File: src/rtl/sync_fifo_param.sv
// Single-clock first-word-fall-through FIFO with arbitrary depth, occupancy count and thresholds.
// Optional macro SYNC_FIFO_PARAM_STICKY_ERR_EN makes overflow/underflow sticky until reset or flush.
module sync_fifo_param #(
  parameter int unsigned WIDTH    = 4,
  parameter int unsigned DEPTH    = 5,
  parameter int unsigned AF_LEVEL = 4,
  parameter int unsigned AE_LEVEL = 1
) (
  input  logic                         clk,
  input  logic                         rstn,
  input  logic                         push,
  input  logic                         pop,
  input  logic                         flush,
  input  logic [WIDTH-1:0]             data,
  output logic [WIDTH-1:0]             out,
  output logic                         full,
  output logic                         empty,
  output logic                         almost_full,
  output logic                         almost_empty,
  output logic [$clog2(DEPTH+1)-1:0]   count,
  output logic                         overflow,
  output logic                         underflow
);

  localparam int unsigned PW = $clog2(DEPTH);
  localparam int unsigned CW = $clog2(DEPTH + 1);

  localparam logic [PW-1:0] LAST_IDX = PW'(DEPTH - 1);
  localparam logic [CW-1:0] FULL_CNT = CW'(DEPTH);
  localparam logic [CW-1:0] AF_CNT   = CW'(AF_LEVEL);
  localparam logic [CW-1:0] AE_CNT   = CW'(AE_LEVEL);

  logic [WIDTH-1:0] mem_q [DEPTH];

  logic [PW-1:0] wr_ptr_q, wr_ptr_d;
  logic [PW-1:0] rd_ptr_q, rd_ptr_d;
  logic [CW-1:0] count_q,  count_d;
  logic          overflow_q,  overflow_d;
  logic          underflow_q, underflow_d;

  logic push_ok, pop_ok;
  logic ovf_ev, unf_ev;

  // Status decode straight from registered occupancy
  assign empty        = (count_q == '0);
  assign full         = (count_q == FULL_CNT);
  assign almost_full  = (count_q >= AF_CNT);
  assign almost_empty = (count_q <= AE_CNT);
  assign count        = count_q;
  assign out          = empty ? '0 : mem_q[rd_ptr_q];
  assign overflow     = overflow_q;
  assign underflow    = underflow_q;

  // A pop on a full FIFO frees the slot the same-cycle push lands in
  assign pop_ok  = pop & ~empty;
  assign push_ok = push & (~full | pop_ok);
  assign ovf_ev  = push & ~push_ok;
  assign unf_ev  = pop & ~pop_ok;

  function automatic logic [PW-1:0] ptr_inc(input logic [PW-1:0] p);
    ptr_inc = (p == LAST_IDX) ? '0 : p + PW'(1);
  endfunction

  always_comb begin
    wr_ptr_d = wr_ptr_q;
    rd_ptr_d = rd_ptr_q;
    count_d  = count_q;
    if (flush) begin
      wr_ptr_d = '0;
      rd_ptr_d = '0;
      count_d  = '0;
    end else begin
      if (push_ok) wr_ptr_d = ptr_inc(wr_ptr_q);
      if (pop_ok)  rd_ptr_d = ptr_inc(rd_ptr_q);
      case ({push_ok, pop_ok})
        2'b10:   count_d = count_q + CW'(1);
        2'b01:   count_d = count_q - CW'(1);
        default: count_d = count_q;
      endcase
    end
  end

  always_comb begin
    overflow_d  = 1'b0;
    underflow_d = 1'b0;
`ifdef SYNC_FIFO_PARAM_STICKY_ERR_EN
    if (!flush) begin
      overflow_d  = overflow_q  | ovf_ev;
      underflow_d = underflow_q | unf_ev;
    end
`else
    if (!flush) begin
      overflow_d  = ovf_ev;
      underflow_d = unf_ev;
    end
`endif
  end

  always_ff @(posedge clk) begin
    if (!rstn) begin
      wr_ptr_q    <= '0;
      rd_ptr_q    <= '0;
      count_q     <= '0;
      overflow_q  <= 1'b0;
      underflow_q <= 1'b0;
    end else begin
      wr_ptr_q    <= wr_ptr_d;
      rd_ptr_q    <= rd_ptr_d;
      count_q     <= count_d;
      overflow_q  <= overflow_d;
      underflow_q <= underflow_d;
    end
  end

  // Storage is deliberately not reset; reset and flush only block the write
  always_ff @(posedge clk) begin
    if (rstn && !flush && push_ok) begin
      mem_q[wr_ptr_q] <= data;
    end
  end

endmodule

File: config.mk
export PLATFORM = sky130hd
export DESIGN_NAME = sync_fifo_param
export DESIGN_NICKNAME = d
export VERILOG_FILES = /design/src/rtl/sync_fifo_param.sv
export SDC_FILE = /design/constraint.sdc
export NUM_CORES = 1
export LEC_CHECK = 0
export CELL_PAD_IN_SITES_DETAIL_PLACEMENT = 0
export CELL_PAD_IN_SITES_GLOBAL_PLACEMENT = 2
export CORE_MARGIN = 3
export CORE_UTILIZATION = 32
export CTS_CLUSTER_DIAMETER = 150
export DETAILED_ROUTE_END_ITERATION = 8
export PLACE_DENSITY = 0.78
export SLEW_MARGIN = 20
export SYNTH_ARGS = -nofsm -noshare
export SYNTH_HDL_FRONTEND = slang
export SYNTH_SLANG_ARGS = --single-unit
File: constraint.sdc
create_clock -name clk -period 1.7 [get_ports clk]
set_input_delay 0.17 -clock clk [delete_from_list [all_inputs] [get_ports clk]]
set_output_delay 0.17 -clock clk [all_outputs]
set_load 0.05 [all_outputs]
==> results of run 1 <==
## power breakdown
| group | internal (uW) | total (uW) | switching [uW] |
|---|---|---|---|
| logic | 109 | 255 | 146 |
| registers | 879 | 890 | 10.4 |
| clock network | 580 | 860 | 280 |
| total | 1570 | 2000 | 436 |
## flip-flops by register name, summed over array words and instances (netlist names), named ones only
| register | cells |
|---|---|
| overflow | 1 |
| underflow | 1 |
| mem_q | 20 |
| rd_ptr_q | 3 |
| count | 3 |
| wr_ptr_q | 3 |
## stage by stage
stage                 util  instances  hold WS (ns)  total power [uW]  cell area, um^2
floorplan                -        125        0.2590              1047             1580
finish              0.4706        211        0.5244              2005             2120
detailed placement  0.4228        203        0.5197              1145             1904
global route        0.4706        211        0.5464              2090             2120
global placement    0.4228        203        0.4962              1143             1904
CTS                 0.4653        211        0.5270              2033             2096
## metal layers
metal / part of all wire / vias to the layer above
li1: - / 521
met1: 0.45 / 508
met2: 0.52 / 11
met3: 0.017 / 4
met4: 0.010 / 0
met5: 0 / -
## worst min-delay path, cell delays in order, from the launching register on
cell	delay [ns]
dfxtp_1	0.33
nand2_1	0.08
a21oi_1	0.06
## cell usage in the layout, fill, tap and decap left out, types with 2 or more instances in the layout
cell type         n
mux4_2            4
dfxtp_4           3
bufinv_16         2
and3_2            2
nor2b_1           2
edfxtp_1         20
nand2_1           4
buf_12            2
mux2i_1           7
clkdlybuf4s50_1  10
dfxtp_1          10
o21ai_0           2
a211o_1           2
and3_1            2
nor3b_1           2
nand3_1           3
buf_4            14
a211oi_1          4
nor2_2            2
nand2b_1          2
a21oi_1          10
inv_1             8
buf_6             4
clkbuf_8          5
ha_1              7
nand2b_4          2
a21o_1            2
nor2_1            4
nor2_4            4
## repair_timing
action                                  CTS  global route
endpoints found under the hold margin     0             0
endpoints found under the setup margin   13            12
pin swaps                                 0             1
gates resized for setup                  13             6
setup buffers                             1             0
## final cells by class
class | count | area share
multi-input cells | 78 | 0.3312
inverters | 9 | 0.01712
flip-flops and latches | 34 | 0.4215
repair buffers | 30 | 0.1370
clock inverters | 3 | 0.03011
well taps | 52 | 0.03070
clock buffers | 5 | 0.03247
## worst min path at each step
stage,end,cells past startpoint,slack [ns]
5_1_grt,count[0]$_SDFFE_PP0P_,2,0.55
3_3_place_gp,rd_ptr_q[1]$_SDFFE_PP0P_,2,0.50
3_5_place_dp,rd_ptr_q[0]$_SDFFE_PP0P_,2,0.52
2_1_floorplan,count[1]$_SDFFE_PP0P_,1,0.26
4_1_cts,flip-flop,2,0.53
6_report,flip-flop,2,0.52
## kinds of logic after synthesis
| group | Yosys count |
|---|---|
| buffers and inverters | 13 |
| multiplexers | 12 |
| adder cells (fa/ha/maj) | 8 |
| AO/OA/AOI/OAI | 21 |
| AND/OR/NAND/NOR | 37 |
| flip-flops | 34 |
==> impl_metrics.tcl, run 1 <==
set metrics [dict create \
    met1_usage 0.1597 \
    crit_cells 4 \
    grt_pass1_wl_mm 5.499 \
    path_max_fanout 4 \
    cp.arrival_ns 1.60 \
    vdd_drop_max_uv 387.4 \
    synth-compound-area-share 0.08639 \
    r2r.worst_path.cells 6 \
    area_growth_pct 38.06 \
    start_util 0.3408 \
    pin_count 22 \
    chipWidth_um 75.27 \
    grt_pass1_vias 1148 \
    worst-setup-path-type "reg2out" \
    drt_drc_violations_left 0 \
    port_buffers 21 \
    die_h_um 75.27 \
    synth_top_family_by_area "simple AND/OR/NAND/NOR gates" \
    diodes 0 \
    synthesis.area_um2 1535 \
    synthAdderAreaFrac 0.06520 \
    ys_ff_latch 34 \
    synth_top_area_cell "edfxtp_1" \
    dpl_worst_slack_ns -0.1216 \
    async_flop_share 0 \
    holdCritPathClass "reg2reg" \
    power_density_nw_per_um2 945.9 \
    clkTransAtPathRegs_ns 0.07 \
    crit_path_end_kind "primary output" \
    nFillCells 413 \
    worstReg2RegStart "count[1]$_SDFFE_PP0P_" \
    post-route-period-util 1.040 \
    p_leak_uw 0.0007673 \
    grt-busiest-layer "met2" \
    synth_common_cells "edfxtp_1, dfxtp_1, a21oi_1, nor2_1" \
    status "complete, but fails checks" \
    postCtsHoldBufs 0 \
    synth.area.top_cells "edfxtp_1, dfxtp_1, ha_1" \
    cp.required_ns 1.53 \
    multi_input_area_um2 701.9 \
    worst_slack_ns -0.06756 \
    totalWireLength_mm 3.292 \
    htree_levels 2 \
    cts-buffers-inserted 5 \
    synth-main-ff-cell "edfxtp_1" \
    rrSetupSlack_ns 0.08 \
    rows 24 \
    synth_edf_count 20 \
    cts_tree "built" \
    drt_iter0_drc 51 \
    finalSetupTns_ns -0.1582 \
    grt-ovfl-total 0 \
    slew_viol_final 0 \
    drv_cap 0 \
    dpl.hpwl_mm 2.529 \
    synth_most_common_cell "edfxtp_1" \
    crit_path_start_kind "flip-flop" \
    synth_nets 142 \
    synthXorXnorAreaFrac 0 \
    ys_seq_area_frac 0.5738 \
    synthMuxAreaShare 0.1108 \
    fmaxAchievable_ghz 0.5658 \
    synth_cell_type_count 30 \
    skew_ns 0.004157 \
    track_usage 0.1343 \
    insertion_delay_ns 0.28 \
    first_pass_iters 4 \
    synth_top_cell_area_share 0.3912 \
    setup_viol 4 \
    gp_routability_congestion 0.7302 \
    layout.nets 175 \
    core_area_um2 4504 \
    grt_start_max_net_pins 14 \
    r2r-end "mem_q[3][2]$_DFFE_PP_" \
    crit_path_top_delay_cell "mux4_2" \
    antenna_left 0 \
    avgSynthCellArea_um2 12.28 \
    grt_use_met2 0.2253 \
    tightestPinTransition_ns 0.4915 \
    slowest_delay_ns 0.50 \
    drive_gt1_frac 0.3208 \
    regArea_um2 893.4 \
    finalHoldViolations 0 \
    die-area_um2 5665 \
    crit_end "out[0]" \
    slew-limit-headroom 0.6713 \
    synth-simple-area-share 0.1312 \
    min_from "rd_ptr_q[1]$_SDFFE_PP0P_" \
    vias_per_cell 4.948 \
    ys_warn_count 0 \
    cts.path.max_buffers 2 \
    rsz0062_at_grt "true" \
    detail_route.wl_per_cell_um 15.60 \
    path_buf_inv 1 \
    violations "negative setup slack" \
    fin_crit_ns 1.768 \
    syn_inst 125 \
    critPathTopFamily "multiplexers" \
    antenna_found_initial 0 \
    clock_sinks 34 \
    grt_use_met3 0.04539 \
    path_cells "mux4_2, mux2i_1, nor2_4, buf_6" \
    routed-via-count 1044 \
    cts_root_buffer "clkbuf_8" \
]
Note: power is estimated with default switching activity, not from simulation.
==> run 2: changes to the inputs <==
--- a/config.mk
+++ b/config.mk
@@ -8,10 +8,11 @@
 export CELL_PAD_IN_SITES_DETAIL_PLACEMENT = 0
 export CELL_PAD_IN_SITES_GLOBAL_PLACEMENT = 2
 export CORE_MARGIN = 3
-export CORE_UTILIZATION = 32
+export CORE_UTILIZATION = 34
+export CTS_BUF_LIST = sky130_fd_sc_hd__clkbuf_4
 export CTS_CLUSTER_DIAMETER = 150
 export DETAILED_ROUTE_END_ITERATION = 8
-export PLACE_DENSITY = 0.78
+export PLACE_DENSITY = 0.81
 export SLEW_MARGIN = 20
 export SYNTH_ARGS = -nofsm -noshare
 export SYNTH_HDL_FRONTEND = slang
==> run 2 against run 1 <==
The flow still finishes with violations (negative setup slack). Largest cell class unchanged. Maximum frequency is 2.3% lower. Highest routed layer unchanged. Utilization is 3.2 points higher. Cell count is 0.47% lower.
==> impl_metrics.tcl, run 2 (synthesis results as in run 1) <==
set metrics [dict create \
    postCtsHoldBufs 0 \
    cp.required_ns 1.53 \
    slew-limit-headroom 0.6676 \
    layout_commonest_cell "edfxtp_1" \
    port_buffers 21 \
    crit_path_start_kind "flip-flop" \
    sw_frac_of_total 0.2412 \
    die_h_um 73.20 \
    fin_crit_ns 1.809 \
    antenna_found_initial 0 \
    tightestPinTransition_ns 0.4970 \
    crit_path_end_kind "primary output" \
    drt_drc_violations_left 0 \
    finalSetupTns_ns -0.3124 \
    dpl.hpwl_mm 2.433 \
    vias_per_cell 4.995 \
    nFillCells 367 \
    die-area_um2 5358 \
    slew_viol_final 0 \
    routed-via-count 1049 \
    post-route-period-util 1.064 \
    totalWireLength_mm 3.127 \
    vdd_drop_max_uv 294.0 \
    worst_slack_ns -0.1087 \
    slowest_delay_ns 0.54 \
    power_frac_comb 0.154 \
    cts_tree "built" \
    crit_path_top_delay_cell "mux4_2" \
    insertion_delay_ns 0.32 \
    drive_gt1_frac 0.3500 \
    setup_viol 4 \
    cp.arrival_ns 1.64 \
    first_pass_iters 4 \
    clkTransAtPathRegs_ns 0.09 \
    track_usage 0.1303 \
    chipWidth_um 73.20 \
    cts.path.max_buffers 2 \
    p_leak_uw 0.0007520 \
    worst-setup-path-type "reg2out" \
    power.internal_uw 1300 \
    grt_start_max_net_pins 14 \
    p_switching_uw 413.2 \
    largest_register_ffs 20 \
    fin_hold_ws_ns 0.5051 \
    r2r.worst_path.cells 6 \
    grt_pass1_vias 1068 \
    drt_iter0_drc 19 \
    fmaxAchievable_ghz 0.5529 \
    rsz0062_at_grt "true" \
    antenna_left 0 \
    power.share.clock 0.326 \
    holdCritPathClass "reg2reg" \
    skew_ns 0.006099 \
    cts_root_buffer "clkbuf_4" \
    cts-buffers-inserted 5 \
    gp_routability_congestion 0.7785 \
    dpl_worst_slack_ns -0.1414 \
    p_total_uw 1713 \
    htree_levels 2 \
    clock_sinks 34 \
    regMostFlops "mem_q" \
    status "complete, but fails checks" \
    final_cell_mix "edfxtp_1, buf_4, a21oi_1, dfxtp_1, clkdlybuf4s50_1" \
    finalHoldViolations 0 \
    hold_depth 2 \
    grt_pass1_wl_mm 5.223 \
    detail_route.wl_per_cell_um 14.89 \
    pin_count 22 \
    diodes 0 \
    layout.nets 176 \
    power_density_nw_per_um2 817.3 \
    drv_cap 0 \
    area_growth_pct 36.51 \
    start_util 0.3679 \
    path_cells "mux4_2, mux2i_4, nor2_4, buf_8" \
    rows 23 \
    core_area_um2 4173 \
    violations "negative setup slack" \
    grt-ovfl-total 0 \
    path_max_fanout 4 \
    pwr-share-seq 0.520 \
]
run 2: power by group through the flow:
stage | registers (uW) | clock network, uW | logic [uW]
2_1_floorplan | 922 | 0 | 126
3_3_place_gp | 908 | 0 | 230
3_5_place_dp | 909 | 0 | 234
4_1_cts | 889 | 579 | 248
5_1_grt | 893 | 627 | 282
6_report | 891 | 559 | 263
run 2: final cells by class:
type                            instances  area [um^2]  share of cell area
Sequential cell                        34        893.4              0.4263
Multi-Input combinational cell         78        718.2              0.3427
Timing Repair Buffer                   31        305.3              0.1457
Tap cell                               50        62.56             0.02985
Clock inverter                          3        40.04             0.01910
Inverter                                9        38.79             0.01851
Clock buffer                            5        37.54             0.01791
run 2: worst paths after layout:
path	from	end	slack, ns
max reg2reg	count[1]$_SDFFE_PP0P_	mem_q[3][1]$_DFFE_PP_	0.01
min	rd_ptr_q[1]$_SDFFE_PP0P_	rd_ptr_q[1]$_SDFFE_PP0P_	0.51
min reg2reg	rd_ptr_q[1]$_SDFFE_PP0P_	rd_ptr_q[1]$_SDFFE_PP0P_	0.51
max	flip-flop	out[0]	-0.11
run 2: what timing repair did:
action	CTS	global route
resized for setup	13	14
setup buffers	1	1
pin swaps	0	3
endpoints found under the hold margin	0	0
setup endpoints to repair	21	23
run 2: layer usage:
metal	wire (um)	part of all wire	up-vias	track usage
met5	0	0	-	0
li1	-	-	526	-
met4	43	0.014	0	0.04918
met3	92	0.029	7	0.03719
met2	1606	0.51	11	0.2075
met1	1384	0.44	505	0.1674
run 2: worst max-delay path, delay by kind of cell, from the launching register on:
kind	cells	cell delay, ns
flops	1	0.40
simple gates	1	0.06
mux	2	0.72
buf+inv	1	0.14
run 2: stage by stage:
stage | cells | util | area, um^2
final | 210 | 0.5022 | 2096
after global routing | 210 | 0.5022 | 2096
after CTS | 209 | 0.4861 | 2028
after detailed placement | 200 | 0.4540 | 1894
after global placement | 200 | 0.4540 | 1894
after floorplan | 125 | - | 1580
